File: src/rtl/decoder_2to4_pipe_pkg.sv
// Shared definitions for the 2-to-4 decoder pipeline.
//   ONEHOT_W      : width of the decoded one-hot word
//   CODE_W        : width of the binary input code
//   CNT_W_DEFAULT : default width of the delivered-symbol counter
//   state_t       : skid-buffer occupancy (EMPTY / ONE / FULL)
package decoder_2to4_pipe_pkg;
  localparam int ONEHOT_W      = 4;
  localparam int CODE_W        = 2;
  localparam int CNT_W_DEFAULT = 8;

  typedef enum logic [1:0] {
    EMPTY = 2'd0,
    ONE   = 2'd1,
    FULL  = 2'd2
  } state_t;
endpackage

File: src/rtl/decoder_2to4_core.sv
// Combinational 2-to-4 decoder.
//   in_code : binary code to decode
//   in_en   : enable; when low the output word is all zeros
//   onehot  : decoded word, bit in_code set when enabled
module decoder_2to4_core
  import decoder_2to4_pipe_pkg::*;
(
  input  logic [CODE_W-1:0]   in_code,
  input  logic                in_en,
  output logic [ONEHOT_W-1:0] onehot
);

  generate
    for (genvar gi = 0; gi < ONEHOT_W; gi++) begin : g_bit
      assign onehot[gi] = in_en && (in_code == CODE_W'(gi));
    end
  endgenerate

endmodule

File: src/rtl/decoder_2to4_pipe.sv
// Pipelined 2-to-4 decoder with a 2-entry skid buffer and a saturating
// delivered-symbol counter.
//   clk, rst      : clock and synchronous active-high reset
//   in_code/in_en : symbol to decode, qualified by in_valid
//   in_valid      : upstream offers a symbol
//   in_ready      : block can take a symbol (depends on state and reset only)
//   out_onehot    : decoded word at the head of the buffer
//   out_valid     : out_onehot holds a symbol
//   out_ready     : downstream takes the symbol
//   cnt_clr       : synchronous clear of sym_cnt (wins over an increment)
//   sym_cnt       : number of delivered symbols, saturating
module decoder_2to4_pipe
  import decoder_2to4_pipe_pkg::*;
#(
  parameter int CNT_W = CNT_W_DEFAULT
) (
  input  logic                clk,
  input  logic                rst,
  input  logic [CODE_W-1:0]   in_code,
  input  logic                in_en,
  input  logic                in_valid,
  output logic                in_ready,
  output logic [ONEHOT_W-1:0] out_onehot,
  output logic                out_valid,
  input  logic                out_ready,
  input  logic                cnt_clr,
  output logic [CNT_W-1:0]    sym_cnt
);

  localparam logic [CNT_W-1:0] CNT_MAX = '1;

  state_t              state_reg, state_next;
  logic [ONEHOT_W-1:0] main_reg, main_next;
  logic [ONEHOT_W-1:0] skid_reg, skid_next;
  logic [CNT_W-1:0]    cnt_reg, cnt_next;
  logic [ONEHOT_W-1:0] dec_word;
  logic                accept;
  logic                deliver;

  // Decode happens before buffering so both registers hold final words.
  decoder_2to4_core u_core (
    .in_code (in_code),
    .in_en   (in_en),
    .onehot  (dec_word)
  );

  assign accept     = in_valid && in_ready;
  assign deliver    = out_valid && out_ready;
  assign out_onehot = main_reg;
  assign sym_cnt    = cnt_reg;

  // State and datapath registers.
  always_ff @(posedge clk) begin
    if (rst) begin
      state_reg <= EMPTY;
      main_reg  <= '0;
      skid_reg  <= '0;
      cnt_reg   <= '0;
    end else begin
      state_reg <= state_next;
      main_reg  <= main_next;
      skid_reg  <= skid_next;
      cnt_reg   <= cnt_next;
    end
  end

  // Next-state and buffer steering.
  always_comb begin
    state_next = state_reg;
    main_next  = main_reg;
    skid_next  = skid_reg;
    case (state_reg)
      EMPTY: begin
        if (accept) begin
          state_next = ONE;
          main_next  = dec_word;
        end
      end
      ONE: begin
        if (accept && !deliver) begin
          // Head is stalled: park the newcomer behind it.
          state_next = FULL;
          skid_next  = dec_word;
        end else if (accept && deliver) begin
          main_next = dec_word;
        end else if (deliver) begin
          state_next = EMPTY;
        end
      end
      FULL: begin
        if (deliver) begin
          state_next = ONE;
          main_next  = skid_reg;
        end
      end
      default: state_next = EMPTY;
    endcase
  end

  // Counter: clear has priority, increment saturates at all-ones.
  always_comb begin
    cnt_next = cnt_reg;
    if (cnt_clr) begin
      cnt_next = '0;
    end else if (deliver && (cnt_reg != CNT_MAX)) begin
      cnt_next = cnt_reg + 1'b1;
    end
  end

  // Handshake outputs. Both are forced low during reset so nothing is
  // accepted or delivered while the buffer is being discarded; in_ready
  // never looks at out_ready.
  always_comb begin
    in_ready  = 1'b0;
    out_valid = 1'b0;
    if (!rst) begin
      case (state_reg)
        EMPTY: in_ready = 1'b1;
        ONE: begin
          in_ready  = 1'b1;
          out_valid = 1'b1;
        end
        FULL: out_valid = 1'b1;
        default: begin
          in_ready  = 1'b0;
          out_valid = 1'b0;
        end
      endcase
    end
  end

endmodule

File: config.mk
export PLATFORM = sky130hd
export DESIGN_NAME = decoder_2to4_pipe
export DESIGN_NICKNAME = d
export VERILOG_FILES = /design/src/rtl/decoder_2to4_pipe_pkg.sv /design/src/rtl/decoder_2to4_core.sv /design/src/rtl/decoder_2to4_pipe.sv
export SDC_FILE = /design/constraint.sdc
export NUM_CORES = 1
export LEC_CHECK = 0
export ABC_CLOCK_PERIOD_IN_PS = 5000
export CORE_ASPECT_RATIO = 1.75
export CORE_MARGIN = 1.5
export CORE_UTILIZATION = 40
export DETAILED_ROUTE_END_ITERATION = 10
export PLACE_DENSITY = 0.68
export SLEW_MARGIN = 20
export SYNTH_ARGS = -nofsm -noshare
export SYNTH_HDL_FRONTEND = slang
export SYNTH_HIERARCHICAL = 1
export SYNTH_SLANG_ARGS = --single-unit
export TNS_END_PERCENT = 5
File: constraint.sdc
create_clock -name clk -period 5 [get_ports clk]
set_input_delay 0.75 -clock clk [delete_from_list [all_inputs] [get_ports clk]]
set_output_delay 0.75 -clock clk [all_outputs]
set_load 0.01 [all_outputs]
==> run metrics, run 1 <==
Worst-path clk slew 0.06 ns; peak supply drop 0.160 mV; Worst R2R End out_onehot[2]$_SDFFE_PP0P_; DP Area approximately 0.0012 mm²; Final Slew Violations 0; routability cong. 0.732; share of cells above drive strength 1 0.0677; most frequent cell on the critical path clkdlybuf4s50_1; Fmax 338 MHz; postcts setup bufs 0; Min-Delay Endpoint skid_reg[2]$_SDFFE_PP0P_; Detail Route Antenna Nets 0; cts repair resizes 0; Routed Wire Length approximately 2100 µm; via count 911; # setup viols final 0; critical path required time 4.25 ns; initial drt markers 34; Final Core Density 0.518; fillcell total 241; worst hold stages 2; worst r2r src state_reg[0]$_SDFFE_PP0P_; CTS buffer count 3; drt via density 5.73; max reg flops 8; skew final 0.00256 ns; Max clock buf depth 2; nets@finish 148; Inserted Diodes 0; Ports 22; Tcrit/Tclk final 0.592; CP max stage cell clkdlybuf4s50_1; Hold Startpoint skid_reg[2]$_SDFFE_PP0P_; vias in the first global route 869; WL per Instance about 13 µm; Post-CTS Hold Fix Bufs 0; dpl ws 1.87 ns; RSZ-0062 raised after global routing false; syn_nets 126; number of synthesized register bits 18; Leak Pwr 0.453 nW; area of the multi-input gates a little over 600 µm²; critical path type input port to primary output; Worst Tran Pin Value 0.947 ns; maxcap violations 0; fin area between 0.001 and 0.0015 mm²; storage element area 360 µm²; area of the core 0.00246 mm²; Layout area overhead 25.8%; Tot Pwr 483 µW; post-route setup TNS 0 ns; GRT Util Overall 0.174; Die ar. around 0.0029 mm²; Synth Instances approximately 110; Buf/Inv on CP 2; critical-path cell list clkdlybuf4s50_1 -> nor2_1 -> clkdlybuf4s50_1; largest net degree at the start of global routing 19; Post-Syn Area 0.00101 mm²; CP top delay family buffers and inverters; CP peak stage delay 0.70 ns; Seq/Total Area, Yosys 0.355; remaining routing DRC violations 0; CP startpoint kind input port; initial core utilization 0.412; Final WS setup around 2.0 ns; post-route minimum period 2.96 ns; Final Hold Viols 0; DRT Pass-1 Iters 4; Synth cell types 36; Arr. time, crit path 2.21 ns; CTS tree done; row cnt 24; initial antenna violation count 0; Synth warnings 6; worst slew margin relative to its limit 0.369; H-tree depth 1; CP endpoint kind primary output; R2R cell count 6; power density over the cells approximately 380 mW/mm²; worst skew pair latency 0.25 ns; clk sink count 18; IO buf count 21; HPWL after DPL between 1500 and 2000 µm; syn_area_per_cell between 8 and 9 µm²; die height 69.6 µm; first-pass GRT wire length 3620 µm; internal reg-to-reg setup slack 2.69 ns; clk root buf clkbuf_8; maximum fanout along the worst path 18; grt total ovfl 0; Die X 41.1 µm; worst min-delay path class register to register; status complete, no violations
## report_power, final
group,switching (mW),internal [mW],total (mW),leakage [nW]
clock,0.0437,0.0534,0.0971,0.0216
sequential,0.0147,0.167,0.181,0.146
combinational,0.102,0.102,0.205,0.285
total,0.161,0.322,0.483,0.453
## placed cells by master, fill, tap and decap left out, drive strengths merged, types with 3 or more instances in the layout
| cell | n |
|---|---|
| a311oi | 6 |
| nor2 | 13 |
| clkbuf | 3 |
| nand3 | 4 |
| inv | 5 |
| o21ai | 3 |
| mux2i | 9 |
| nor3 | 3 |
| ha | 5 |
| clkdlybuf4s50 | 21 |
| a21oi | 10 |
| dfxtp | 18 |
| nand2 | 6 |
## area by class of cell
type	instances	area share
Timing Repair Buffer	21	0.165
Tap cell	26	0.0255
Multi-Input combinational cell	85	0.477
Clock buffer	3	0.0324
Inverter	6	0.0176
Sequential cell	18	0.282
## per-stage QoR
stage	instances	hold slack, ns
6_report	159	0.491
5_1_grt	159	0.524
4_1_cts	159	0.500
3_5_place_dp	156	0.485
3_3_place_gp	156	0.476
2_1_floorplan	113	0.460
## worst reg2reg max path: cells and delay by family (launching register included)
family | cells | cell delay (ns)
AO/OA/AOI/OAI | 3 | 1.22
adder cells (fa/ha/maj) | 1 | 0.40
buffers and inverters | 1 | 0.08
flip-flops | 1 | 0.38
AND/OR/NAND/NOR | 1 | 0.13
## worst max path at each step
stage / startpoint / end / slack [ns] / cells past startpoint
after floorplan: rst / out_onehot[0]$_SDFFE_PP0P_ / 2.86 / 5
after global placement: rst / out_onehot[0]$_SDFFE_PP0P_ / 1.96 / 5
after detailed placement: rst / out_onehot[2]$_SDFFE_PP0P_ / 1.87 / 5
after CTS: rst / out_valid / 2.04 / 3
after global routing: rst / out_valid / 1.92 / 3
final: rst / in_ready / 2.04 / 3
## cell families after synthesis
group | Yosys count | share of synthesized area
buffers and inverters | 10 | 0.0444
adders and majority gates | 5 | 0.0617
AOI/OAI and AO/OA | 28 | 0.192
muxes | 9 | 0.0888
xor gates and xnor gates | 1 | 0.00863
and+or+nand+nor | 42 | 0.249
DFF | 18 | 0.355
## layer usage
metal | track usage | up-vias | wire (µm)
li1 | - | 461 | -
met1 | 0.204 | 427 | 911
met2 | 0.290 | 19 | 1100
met3 | 0.0192 | 4 | 68
met4 | 0.0778 | 0 | 38
met5 | 0 | - | 0
## synthesized netlist by cell type
cell type  number  area, µm²
clkinv_1        1       3.75
and3b_1         2       17.5
or2_1           1       6.26
xnor2_1         1       8.76
nand3b_4        1       20.0
and3_2          1       7.51
a222oi_1        1       10.0
and4_1          1       8.76
dfxtp_1        18        360
o21ai_0         3       15.0
or4_1           1       7.51
nor3_1          3       15.0
nand3_1         4       20.0
o2111a_1        1       11.3
clkbuf_1        2       7.51
a22oi_1         1       7.51
ha_1            5       62.6
a31oi_1         1       6.26
o311ai_0        1       8.76
nand2b_4        1       13.8
a311oi_1        6       52.6
nand2_1         6       22.5
mux2i_1         9       90.1
a21oi_1        10       50.1
a32o_1          1       10.0
nand4b_1        1       8.76
buf_1           1       3.75
nor2b_1         2       12.5
nor3b_2         2       25.0
nor2_1         13       48.8
buf_6           1       11.3
or2_2           1       6.26
and2_1          2       12.5
inv_1           5       18.8
o41ai_1         1       8.76
o31ai_1         2       15.0
No activity file was read; power rests on OpenSTA's default activity.
==> inputs of run 2 (changes only) <==
--- a/config.mk
+++ b/config.mk
@@ -5,7 +5,7 @@
 export SDC_FILE = /design/constraint.sdc
 export NUM_CORES = 1
 export LEC_CHECK = 0
-export ABC_CLOCK_PERIOD_IN_PS = 5000
+export ABC_CLOCK_PERIOD_IN_PS = 2800
 export CORE_ASPECT_RATIO = 1.75
 export CORE_MARGIN = 1.5
 export CORE_UTILIZATION = 40
==> constraint.sdc (replaced) <==
create_clock -name clk -period 2.8 [get_ports clk]
set_input_delay 0.42 -clock clk [delete_from_list [all_inputs] [get_ports clk]]
set_output_delay 0.42 -clock clk [all_outputs]
set_load 0.01 [all_outputs]
==> run 2 against run 1 <==
Design area grew 2.3%. Global-route usage fell by 0.32 points. Highest routed layer unchanged. Worst hold slack better by 0.0029 ns. Critical endpoint is now out_valid. Clock skew up 0.0018 ns.
==> run metrics, run 2 (same netlist as run 1, synthesis figures left out) <==
Worst Tran Pin Value 0.541 ns (was 0.947 ns); CP endpoint kind primary output (unchanged); largest net degree at the start of global routing 19 (unchanged); Tot Pwr 914 µW (was 483 µW); Inserted Diodes 0 (unchanged); clk root buf clkbuf_8 (unchanged); dpl ws 0.606 ns (was 1.87 ns); clk sink count 18 (unchanged); drt via density 5.82 (was 5.73); RSZ-0062 raised after global routing false (unchanged); power density over the cells 700 mW/mm² (was 378 mW/mm²); Post-CTS Hold Fix Bufs 0 (unchanged); initial drt markers 14 (was 34); Detail Route Antenna Nets 0 (unchanged); DP Area 0.00125 mm² (was 0.00123 mm²); initial antenna violation count 0 (unchanged); CP peak stage delay 0.53 ns (was 0.70 ns); Final Hold Viols 0 (unchanged); remaining routing DRC violations 0 (unchanged); worst skew pair latency 0.25 ns (about the same); worst min-delay path class register to register (unchanged); Final Core Density 0.530 (was 0.518); final non-filler cell total 162 (was 159); fin area 0.00131 mm² (was 0.00128 mm²); DP Cell Count 158 (was 156); first-pass GRT wire length 3540 µm (was 3620 µm); Final Slew Violations 0 (unchanged); CTS buffer count 3 (unchanged); hold_ws 0.494 ns (was 0.491 ns); commonest non-fill, non-tap cell in the layout clkdlybuf4s50_1 (unchanged); Worst-path clk slew 0.07 ns (was 0.06 ns); Die ar. 0.00286 mm² (unchanged); grt total ovfl 0 (unchanged); critical path type register to primary output (was input port to primary output); initial core utilization 0.412 (unchanged); postcts setup bufs 0 (unchanged); max reg flops 8 (unchanged); worst slew margin relative to its limit 0.638 (was 0.369); post-route setup TNS 0 ns (unchanged); cts repair resizes 0 (unchanged); GRT Util Overall 0.171 (was 0.174); peak supply drop 0.335 mV (was 0.160 mV); Tcrit/Tclk final 0.795; critical path required time 2.38 ns (was 4.25 ns); Ports 22 (unchanged); Leak Pwr 0.470 nW (was 0.453 nW); share of cells above drive strength 1 0.0882 (was 0.0677); CTS tree done (unchanged); DRT Pass-1 Iters 6 (was 4); Layout area overhead 28.6% (was 25.8%); H-tree depth 1 (unchanged); Fmax 449 MHz; routability cong. 0.751 (was 0.732); critical-path cell list inv_1 -> ha_1 -> nor2b_1 -> clkdlybuf4s50_1 (was clkdlybuf4s50_1 -> nor2_1 -> clkdlybuf4s50_1); HPWL after DPL 1760 µm (was 1630 µm); WL per Instance 13.9 µm (was 13.3 µm); die height 69.6 µm (unchanged); CP max stage cell clkdlybuf4s50_1 (unchanged); vias in the first global route 885 (was 869); most frequent cells in the layout 21 x clkdlybuf4s50_1, 18 x dfxtp_1, 13 x nor2_1, 10 x a21oi_1, 9 x mux2i_1 (unchanged); area of the core 0.00246 mm² (unchanged); Routed Wire Length 2250 µm (was 2120 µm); # setup viols final 0 (unchanged); nets@finish 150 (was 148); post-route minimum period 2.23 ns; status complete, no violations (unchanged); CP startpoint kind register (was input port); Final WS setup 0.574 ns (was 2.04 ns); Arr. time, crit path 1.81 ns (was 2.21 ns); Max clock buf depth 2 (unchanged); maxcap violations 0 (unchanged); Die X 41.1 µm (unchanged); IO buf count 21 (unchanged); row cnt 24 (unchanged); skew final 0.00439 ns (was 0.00256 ns); via count 943 (was 911); maximum fanout along the worst path 5 (was 18)
-- run 2: cell count changes in the layout (fill, tap and decap cells not counted), sizes merged --
cell | previous run | this run
buf | 0 | 2
clkbuf | 3 | 4
-- run 2: path summary, 6_finish.rpt --
path / startpoint / end / slack [ns] / depth (start not counted)
max: state_reg[0]$_SDFFE_PP0P_ / out_valid / 0.57 / 4
min: skid_reg[2]$_SDFFE_PP0P_ / skid_reg[2]$_SDFFE_PP0P_ / 0.49 / 2
max reg2reg: state_reg[0]$_SDFFE_PP0P_ / sym_cnt[7]$_SDFFE_PP0P_ / 0.81 / 6
min reg2reg: skid_reg[2]$_SDFFE_PP0P_ / skid_reg[2]$_SDFFE_PP0P_ / 0.49 / 2
-- run 2: final cells by class --
class	instances	area, µm²
clock buffer	4	55.1
sequential	18	360
inverter	6	22.5
fill	242	1160
multi-input combinational	85	609
timing repair buffer	23	225
tap	26	32.5
-- run 2: critical path: cells and delay by family, from the launching register on --
kind	cells	cell delay, ns
simple gates	1	0.15
flops	1	0.39
fa+ha+maj	1	0.40
buf+inv	2	0.61
-- run 2: where the power goes --
group	switching [mW]	internal [mW]	leakage [nW]
registers	0.0258	0.297	0.146
logic	0.187	0.196	0.295
clock network	0.0830	0.125	0.0288
-- run 2: layer usage --
metal | track usage | wire (µm) | part of all wire | vias up
met1 | 0.162 | 865 | 0.38 | 433
met5 | 0 | 0 | 0 | -
met4 | 0.0852 | 54 | 0.024 | 0
li1 | - | - | - | 466
met2 | 0.313 | 1230 | 0.55 | 36
met3 | 0.0192 | 99 | 0.044 | 8
==> inputs of run 3 (changes only) <==
--- a/config.mk
+++ b/config.mk
@@ -5,7 +5,7 @@
 export SDC_FILE = /design/constraint.sdc
 export NUM_CORES = 1
 export LEC_CHECK = 0
-export ABC_CLOCK_PERIOD_IN_PS = 2800
+export ABC_CLOCK_PERIOD_IN_PS = 2050
 export CORE_ASPECT_RATIO = 1.75
 export CORE_MARGIN = 1.5
 export CORE_UTILIZATION = 40
==> constraint.sdc (replaced) <==
create_clock -name clk -period 2.05 [get_ports clk]
set_input_delay 0.3075 -clock clk [delete_from_list [all_inputs] [get_ports clk]]
set_output_delay 0.3075 -clock clk [all_outputs]
set_load 0.01 [all_outputs]
==> run 3 against run 2 <==
Utilization is 0.61 points higher. Non-clock buffer count is 1 higher. Clock-buffer cell count stayed put. Sequential share of layout area is 0.12 points lower. Combinational power is 37% higher. Global-route usage is 0.69 points higher. Total power is 38% higher. Clock skew is 0.00065 ns lower. Final cell count is 0.62% higher. Wire length is 2.0% lower. Design area is 1.2% higher. Critical path type is now input port to primary output.
==> run metrics, run 3 (same netlist as run 1, synthesis figures left out) <==
status complete, no violations (unchanged); initial core utilization 0.412 (unchanged); Max clock buf depth 2 (unchanged); clk root buf clkbuf_8 (unchanged); Die X 41.1 µm (unchanged); sw frac 0.323 (was 0.324); Pint 854 µW (was 618 µW); cts repair resizes 3 (was 0); Leak Pwr 0.490 nW (was 0.470 nW); max reg flops 8 (unchanged); Detail Route Antenna Nets 0 (unchanged); WL per Instance 13.5 µm (was 13.9 µm); critical path required time 1.74 ns (was 2.38 ns); post-route setup TNS 0 ns (unchanged); # setup viols final 0 (unchanged); initial drt markers 26 (was 14); Final Slew Violations 0 (unchanged); worst slew margin relative to its limit 0.738 (was 0.638); IO buf count 21 (unchanged); most frequent cells in the layout 20 x clkdlybuf4s50_1, 16 x dfxtp_1, 13 x nor2_1, 10 x a21oi_1, 9 x mux2i_1 (was 21 x clkdlybuf4s50_1, 18 x dfxtp_1, 13 x nor2_1, 10 x a21oi_1, 9 x mux2i_1); Arr. time, crit path 1.63 ns (was 1.81 ns); sequential power share 0.353 (was 0.354); peak supply drop 0.496 mV (was 0.335 mV); CP startpoint kind input port (was register); Worst-path clk slew 0.07 ns (about the same); area of the core 0.00246 mm² (unchanged); CP endpoint kind primary output (unchanged); Routed Wire Length 2210 µm (was 2250 µm); skew final 0.00374 ns (was 0.00439 ns); Worst Tran Pin Value 0.389 ns (was 0.541 ns); grt total ovfl 0 (unchanged); worst skew pair latency 0.25 ns (about the same); CTS buffer count 3 (unchanged); RSZ-0062 raised after global routing true (was false); first-pass GRT wire length 3620 µm (was 3540 µm); DRT Pass-1 Iters 4 (was 6); via count 911 (was 943); post-route minimum period about 1.9 ns; area of the multi-input gates 612 µm² (was 609 µm²); worst min-delay path class register to register (unchanged); vias in the first global route 857 (was 885); routability cong. 0.702 (was 0.751); row cnt 24 (unchanged); H-tree depth 1 (unchanged); Clock Power Share 0.230 (was 0.227); Switch Pwr 407 µW (was 296 µW); maximum fanout along the worst path 15 (was 5); largest net degree at the start of global routing 16 (was 19); clk sink count 18 (unchanged); postcts setup bufs 0 (unchanged); Layout area overhead 30.1% (was 28.6%); Fmax slightly above 500 MHz; storage element area 363 µm² (was 360 µm²); commonest non-fill, non-tap cell in the layout clkdlybuf4s50_1 (unchanged); Comb pwr share 0.417 (was 0.419); critical path type input port to primary output (was register to primary output); Tcrit/Tclk final 0.944; remaining routing DRC violations 0 (unchanged); CTS tree done (unchanged); maxcap violations 0 (unchanged); power density over the cells 955 mW/mm² (was 700 mW/mm²); fillcell total 230 (was 242); nets@finish 151 (was 150); Inserted Diodes 0 (unchanged); share of cells above drive strength 1 0.117 (was 0.0882); Final Hold Viols 0 (unchanged); Ports 22 (unchanged); drt via density 5.59 (was 5.82); initial antenna violation count 0 (unchanged); die height 69.6 µm (unchanged); Final Core Density 0.536 (was 0.530); GRT Util Overall 0.178 (was 0.171); Die ar. 0.00286 mm² (unchanged); HPWL after DPL 1670 µm (was 1760 µm); Post-CTS Hold Fix Bufs 0 (unchanged)
-- run 3: changes by cell type in the layout (fill, tap and decap cells not counted) --
cell | before | now
dlymetal6s2s_1 | 0 | 1
dfxtp_1 | 18 | 16
ha_1 | 5 | 4
dfxtp_2 | 0 | 2
clkdlybuf4s50_1 | 21 | 20
buf_4 | 2 | 3
ha_2 | 0 | 1
-- run 3: worst paths after layout --
| path | start | to | slack, ns | cells past startpoint |
|---|---|---|---|---|
| max reg2reg | state_reg[1]$_SDFFE_PP0P_ | sym_cnt[7]$_SDFFE_PP0P_ | 0.14 | 6 |
| min reg2reg | state_reg[0]$_SDFFE_PP0P_ | state_reg[0]$_SDFFE_PP0P_ | 0.49 | 2 |
| min | state_reg[0]$_SDFFE_PP0P_ | state_reg[0]$_SDFFE_PP0P_ | 0.49 | 2 |
| max | rst | in_ready | 0.12 | 4 |
-- run 3: layout make-up --
| type | count | area share |
|---|---|---|
| sequential | 18 | 0.275 |
| multi-input combinational | 85 | 0.464 |
| inverter | 6 | 0.0171 |
| tap | 26 | 0.0246 |
| clock buffer | 4 | 0.0417 |
| timing repair buffer | 24 | 0.178 |
-- run 3: power by group through the flow --
stage / Sequential, mW / Clock [mW] / Combinational, mW
floorplan: 0.464 / 0 / 0.311
global placement: 0.446 / 0 / 0.516
detailed placement: 0.450 / 0 / 0.526
CTS: 0.446 / 0.299 / 0.534
global route: 0.456 / 0.312 / 0.588
finish: 0.445 / 0.290 / 0.526
-- run 3: through the flow --
step / hold WS, ns / worst slack, ns / instances / power (mW) / cell area [µm²]
2_1_floorplan: 0.460 / 0.0719 / 113 / 0.775 / 1010
3_3_place_gp: 0.475 / 0.0831 / 159 / 0.963 / 1260
3_5_place_dp: 0.490 / 0.0377 / 159 / 0.976 / 1260
4_1_cts: 0.495 / 0.00240 / 163 / 1.28 / 1320
5_1_grt: 0.506 / -0.0246 / 163 / 1.36 / 1320
6_report: 0.486 / 0.115 / 163 / 1.26 / 1320
-- run 3: per-layer routing --
layer  up-vias  track usage  routed length [µm]
met3         2       0.0288                  77
met5         -            0                   0
met4         0       0.0778                  27
li1        466            -                   -
met2        19        0.299                1170
met1       424        0.200                 933
-- run 3: worst max-delay path, stage by stage --
cell and delay, ns:
clkdlybuf4s50_1 0.46, buf_4 0.21, nor2_1 0.11, clkdlybuf4s50_1 0.53
